<file path="config.mk">
export PLATFORM = sky130hd
export DESIGN_NAME = hdmi_period_scheduler_flat
export DESIGN_NICKNAME = d
export VERILOG_FILES = /design/src/rtl/hdmi_period_scheduler_if.sv /design/src/rtl/hdmi_period_scheduler.sv /design/src/flat_wrapper.sv
export SDC_FILE = /design/constraint.sdc
export NUM_CORES = 1
export LEC_CHECK = 0
export BUFFER_PORTS_ARGS = -buffer_cell sky130_fd_sc_hd__clkbuf_2
export CAP_MARGIN = 20
export CORE_MARGIN = 1
export CORE_UTILIZATION = 30
export CTS_CLUSTER_DIAMETER = 100
export DETAILED_ROUTE_END_ITERATION = 16
export GPL_ROUTABILITY_DRIVEN = 0
export GPL_TIMING_DRIVEN = 0
export PLACE_DENSITY = 0.58
export SLEW_MARGIN = 10
export SYNTH_ARGS = -nofsm -noshare
export SYNTH_HDL_FRONTEND = slang
export SYNTH_SLANG_ARGS = --single-unit
</file>
<file path="constraint.sdc">
create_clock -name clk -period 2.1 [get_ports clk]
set_input_delay 0.315 -clock clk [delete_from_list [all_inputs] [get_ports clk]]
set_output_delay 0.315 -clock clk [all_outputs]
set_load 0.02 [all_outputs]
</file>
<file path="src/rtl/hdmi_period_scheduler_if.sv">
// hdmi_period_scheduler_if: pixel-counter/packet-source inputs and encoder-side outputs of the scheduler
interface hdmi_period_scheduler_if #(parameter int HTOTAL = 800, parameter int VTOTAL = 525);
  logic [$clog2(HTOTAL)-1:0] i_hcount;
  logic [$clog2(VTOTAL)-1:0] i_vcount;
  logic i_island_en;
  logic i_pkt_valid;
  logic o_pkt_ack;
  logic o_pkt_rd;
  logic [4:0] o_pkt_idx;
  logic [2:0] o_phase;
  logic [3:0] o_ctl;
  logic o_data_en;
  modport master (output i_hcount, i_vcount, i_island_en, i_pkt_valid,
                  input o_pkt_ack, o_pkt_rd, o_pkt_idx, o_phase, o_ctl, o_data_en);
  modport slave (input i_hcount, i_vcount, i_island_en, i_pkt_valid,
                 output o_pkt_ack, o_pkt_rd, o_pkt_idx, o_phase, o_ctl, o_data_en);
endinterface

</file>
<file path="src/rtl/hdmi_period_scheduler.sv">
// hdmi_period_scheduler: per-pixel choice of HDMI period (control, video, data island)
module hdmi_period_scheduler #(
  parameter int HA = 640,
  parameter int HTOTAL = 800,
  parameter int VA = 480,
  parameter int VTOTAL = 525,
  parameter int ISL_OFFSET = 4
) (
  input logic clk,
  input logic rstn,
  hdmi_period_scheduler_if.slave bus
);
  localparam int HW = $clog2(HTOTAL);
  localparam int VW = $clog2(VTOTAL);
  typedef enum logic [2:0] {CTRL, VID_PRE, VID_GB, VIDEO, DI_PRE, DI_LGB, DI_PKT, DI_TGB} phase_t;
  typedef enum logic [2:0] {IDLE, PRE, LGB, PKT, TGB} isl_t;
  if (HA + ISL_OFFSET + 44 + 12 > HTOTAL - 10) begin : g_chk
    $error("island window overlaps the video preamble");
  end
  isl_t state, nxt;
  logic [4:0] cnt, nxt_cnt;
  phase_t vid, ph_d;
  logic next_active, start, last;
  // video decode, island start/advance and the phase to register next
  always_comb begin
    next_active = bus.i_vcount == VW'(VTOTAL - 1) || bus.i_vcount < VW'(VA - 1);
    vid = (bus.i_hcount < HW'(HA) && bus.i_vcount < VW'(VA)) ? VIDEO :
          (next_active && bus.i_hcount >= HW'(HTOTAL - 10) && bus.i_hcount <= HW'(HTOTAL - 3)) ? VID_PRE :
          (next_active && bus.i_hcount >= HW'(HTOTAL - 2)) ? VID_GB : CTRL;
    start = state == IDLE && bus.i_hcount == HW'(HA + ISL_OFFSET) && bus.i_island_en && bus.i_pkt_valid;
    last = cnt == (state == PRE ? 5'd7 : state == PKT ? 5'd31 : 5'd1);
    nxt = state == IDLE ? (start ? PRE : IDLE) :
          !last ? state :
          state == PRE ? LGB :
          state == LGB ? PKT :
          state == PKT ? TGB : IDLE;
    nxt_cnt = (nxt != state || state == IDLE) ? 5'd0 : cnt + 5'd1;
    ph_d = nxt == PRE ? DI_PRE :
           nxt == LGB ? DI_LGB :
           nxt == PKT ? DI_PKT :
           nxt == TGB ? DI_TGB : vid;
  end
  // island state and per-state cycle counter
  always_ff @(posedge clk or negedge rstn) begin
    if (!rstn) begin
      state <= IDLE;
      cnt <= '0;
    end else begin
      state <= nxt;
      cnt <= nxt_cnt;
    end
  end
  // registered encoder-facing outputs, one cycle behind the counts
  always_ff @(posedge clk or negedge rstn) begin
    if (!rstn) begin
      bus.o_phase <= CTRL;
      bus.o_ctl <= '0;
      bus.o_data_en <= 1'b0;
      bus.o_pkt_ack <= 1'b0;
      bus.o_pkt_rd <= 1'b0;
      bus.o_pkt_idx <= '0;
    end else begin
      bus.o_phase <= ph_d;
      bus.o_ctl <= ph_d == VID_PRE ? 4'b0001 : ph_d == DI_PRE ? 4'b0101 : 4'b0000;
      bus.o_data_en <= ph_d == VIDEO;
      bus.o_pkt_ack <= start;
      bus.o_pkt_rd <= nxt == PKT;
      bus.o_pkt_idx <= nxt == PKT ? nxt_cnt : 5'd0;
    end
  end
endmodule

</file>
<file path="src/flat_wrapper.sv">
// flat-port wrapper written by rule: the top's interface ports become plain ports
module hdmi_period_scheduler_flat 
#(
  parameter int HA = 640,
  parameter int HTOTAL = 800,
  parameter int VA = 480,
  parameter int VTOTAL = 525,
  parameter int ISL_OFFSET = 4
)
  (clk, rstn, bus_i_hcount, bus_i_vcount, bus_i_island_en, bus_i_pkt_valid, bus_o_pkt_ack, bus_o_pkt_rd, bus_o_pkt_idx, bus_o_phase, bus_o_ctl, bus_o_data_en);
  hdmi_period_scheduler_if #(.HTOTAL(HTOTAL), .VTOTAL(VTOTAL)) bus_i ();
  input logic clk;
  input logic rstn;
  input wire logic [$bits(bus_i.i_hcount)-1:0] bus_i_hcount;
  input wire logic [$bits(bus_i.i_vcount)-1:0] bus_i_vcount;
  input wire logic [$bits(bus_i.i_island_en)-1:0] bus_i_island_en;
  input wire logic [$bits(bus_i.i_pkt_valid)-1:0] bus_i_pkt_valid;
  output wire logic [$bits(bus_i.o_pkt_ack)-1:0] bus_o_pkt_ack;
  output wire logic [$bits(bus_i.o_pkt_rd)-1:0] bus_o_pkt_rd;
  output wire logic [$bits(bus_i.o_pkt_idx)-1:0] bus_o_pkt_idx;
  output wire logic [$bits(bus_i.o_phase)-1:0] bus_o_phase;
  output wire logic [$bits(bus_i.o_ctl)-1:0] bus_o_ctl;
  output wire logic [$bits(bus_i.o_data_en)-1:0] bus_o_data_en;
  assign bus_i.i_hcount = bus_i_hcount;
  assign bus_i.i_vcount = bus_i_vcount;
  assign bus_i.i_island_en = bus_i_island_en;
  assign bus_i.i_pkt_valid = bus_i_pkt_valid;
  assign bus_o_pkt_ack = bus_i.o_pkt_ack;
  assign bus_o_pkt_rd = bus_i.o_pkt_rd;
  assign bus_o_pkt_idx = bus_i.o_pkt_idx;
  assign bus_o_phase = bus_i.o_phase;
  assign bus_o_ctl = bus_i.o_ctl;
  assign bus_o_data_en = bus_i.o_data_en;
  hdmi_period_scheduler #(.HA(HA), .HTOTAL(HTOTAL), .VA(VA), .VTOTAL(VTOTAL), .ISL_OFFSET(ISL_OFFSET)) u_core (.clk(clk), .rstn(rstn), .bus(bus_i));
endmodule
</file>
==> out/metrics.yaml <==
timing:
  setup_viol: 0
  slew_headroom_pct: 66.6
  layout_worst_path_cycle_share_pct: 93.2
  setup_tns_ns: 0
  fin_crit_ns: 1.96
  max_freq_mhz: 511
  clock_skew_ns: 0.00204
  tightest_slew_ns: 0.502
  final_max_slew_viol_count: 0
  layout_setup_ws_ns: 0.142
  rsz0062_at_grt: "false"
  finalHoldViolations: 0
layout:
  fillers: 393
  syn_to_final_growth_pct: 24.4
  diodes: 0
  fin_nets: 190
  drive_gt1_share_pct: 34.8
  postLayoutCoreUtil_pct: 40.0
synth:
  synth_xor_xnor_area_share_pct: 3.63
  postSynthCellCount: 123
  ys.flop_type: "dfrtp_1"
  yosysSeqAreaShare_pct: 43.6
  synth_cell_types: 44
  synthArstFlopShare_pct: 100
  yosys-top-cells-count: "dfrtp_1 (21), nor2_1 (13), nand2_1 (8), nand3_1 (7)"
  muxShareOfSynthArea_pct: 1.25
  ys_warn_count: 0
  ys_top_cells_by_area: "dfrtp_1 (44%), nor2_1 (4.0%), nor3_2 (3.3%), and4_1 (2.9%), nand3_1 (2.9%)"
  synth_compound_area_share_pct: 14.7
  synthAdderAreaFrac_pct: 1.04
  avgSynthCellArea_um2: 9.80
  yosys.area_share.simple_pct: 29.1
  synth.most_common_cell: "dfrtp_1"
  ys_seq_elements: 21
  syn-cell-area_um2: 1200
  yosysTopAreaCellShare_pct: 43.6
  synth.largest_area_cell: "dfrtp_1"
  synth_top_family_by_area: "simple AND/OR/NAND/NOR gates"
  synth-edff-count: 0
worst_setup_path:
  r2r_start: "u_core.state[2]"
  ff2ff_path_depth: 7
  startpoint_type: "register"
  rrSetupSlack_ns: 0.14
  path_max_fanout: 10
  path_class: "register to register"
  cp.arrival_ns: 2.14
  end_kind: "register"
  crit_required_ns: 2.28
  rr_endpoint: "u_core.bus.o_phase[1]"
drt:
  dr_total_vias: 1077
  drt_iter0_markers: 31
  firstDrtPassIters: 6
  ant_nets: 0
  drc: 0
  via_per_inst: 5.08
  wl_per_cell_um: 12.2
  routed_wl_um: 2580
floorplan:
  die_h_um: 65.4
  rows: 22
  io_pins: 39
  die_w_um: 65.4
  die_area_um2: 4270
  start_util_pct: 32.2
  core_area_um2: 3740
pwr:
  p_int_w: 0.000581
  ir_drop_uv: 225
  netSwitchingPower_w: 0.000174
  power_density_nw_per_um2: 503
  sw_frac_of_total_pct: 23.1
  power_leakage_nw: 0.764
  power.total_w: 0.000755
  power.share.clock_pct: 34.9
  comb_power_share_pct: 10.7
  power_frac_seq_pct: 54.4
grt:
  grt_pass1_wl_um: 4210
  antenna_found_initial: 0
  grt.total_usage_pct: 12.8
  gr-total-overflow: 0
  grt_pass1_vias: 1010
  grt_max_degree: 22
clock_tree:
  cts_tree: "yes"
  cts_made_buffers: 3
  clock-sinks: 21
  worstSkewPairLatency_ns: 0.26
  cts-root-buf: "clkbuf_8"
  clk_path_buf_depth: 2
  h-tree-depth: 1
  path_clk_slew_ns: 0.07
hold_path:
  min_path_type: "primary input to async pin"
run_status:
  status: "complete, no violations"
placement:
  dp_hpwl_um: 1940
  portBuffers: 36
  place_ws_ns: 0.182
run:
  drv_cap: 0
-- worst max-delay path, cell delays in order (launching register included) --
cell and delay (ns):
dfrtp_1 0.38, buf_6 0.14, nand3b_1 0.21, mux2_4 0.35, o211a_4 0.18, a221oi_2 0.32
nor4_1 0.10, nor3_1 0.19
-- power by group through the flow --
stage | logic [W] | registers, W | clock network [W]
detailed placement | 0.0000819 | 0.000418 | 0
floorplan | 0.0000311 | 0.000425 | 0
global route | 0.0000900 | 0.000411 | 0.000282
global placement | 0.0000795 | 0.000418 | 0
finish | 0.0000807 | 0.000410 | 0.000263
CTS | 0.0000821 | 0.000410 | 0.000270
-- cells by family after synthesis --
logic type,after synthesis
adder cells (fa/ha/maj),1
XOR/XNOR,5
buffers and inverters,13
other,1
multiplexers,1
AND/OR/NAND/NOR,59
flip-flops,21
AO/OA/AOI/OAI,22
-- metal layers --
layer | global-route usage (%) | wire, um
met2 | 22.0 | 1270
met4 | 7.34 | 58
met1 | 15.5 | 1100
met5 | 0 | 0
met3 | 1.22 | 153
-- layout by cell type, fill, tap and decap left out, types with 3 or more instances in the layout --
| cell | n |
|---|---|
| clkbuf_2 | 36 |
| dfrtp_1 | 21 |
| nor2_1 | 13 |
| nand2_1 | 8 |
| nand3_1 | 7 |
| inv_1 | 6 |
| a21oi_1 | 6 |
| nor3_2 | 5 |
| o21ai_0 | 4 |
| nor3_1 | 4 |
| nor4_1 | 4 |
| and4_1 | 4 |
| buf_4 | 3 |
| xnor2_1 | 3 |
| clkbuf_8 | 3 |
-- repair_timing --
item / 4_1_cts / 5_1_grt
setup endpoints to repair: 0 / 1
hold buffers: 0 / 0
hold endpoints to repair: 0 / 0
gates resized for setup: 0 / 1
setup buffers: 0 / 0
-- cell type report --
cell class              count  area, um2  share of cell area, %
multi-input cells          90        612                   40.8
flip-flops and latches     21        526                   35.1
clock buffers               4       45.0                   3.01
well taps                  48       60.1                   4.01
plain buffers               7       53.8                   3.59
repair buffers             36        180                   12.0
inverters                   6       22.5                   1.50
-- metrics by stage --
stage | instance area [um2] | std cells | hold slack [ns]
2_1_floorplan | 1210 | 124 | 0.0194
3_5_place_dp | 1450 | 208 | 0.312
6_report | 1500 | 212 | 0.00628
3_3_place_gp | 1450 | 208 | 0.312
4_1_cts | 1490 | 212 | 0.0265
5_1_grt | 1500 | 212 | 0.0509
-- registers in the layout (all words and copies together), names as in the netlist --
signal and cells:
u_core.state 3, u_core.bus.o_pkt_ack 1, u_core.bus.o_ctl 2, u_core.bus.o_data_en 1
u_core.bus.o_pkt_idx 5, u_core.cnt 5, u_core.bus.o_phase 3, u_core.bus.o_pkt_rd 1
-- how the worst max path moves through the flow --
stage / end / from / cells after the start
finish: u_core.bus.o_phase[1] / u_core.state[2] / 7
detailed placement: u_core.bus.o_phase[1] / u_core.state[2] / 7
global placement: u_core.bus.o_phase[1] / u_core.state[2] / 7
CTS: u_core.bus.o_phase[1] / u_core.state[2] / 7
global route: u_core.bus.o_phase[1] / u_core.state[2] / 7
floorplan: u_core.bus.o_pkt_idx[4] / u_core.state[0] / 7
Power figures use the tool's default switching activity.
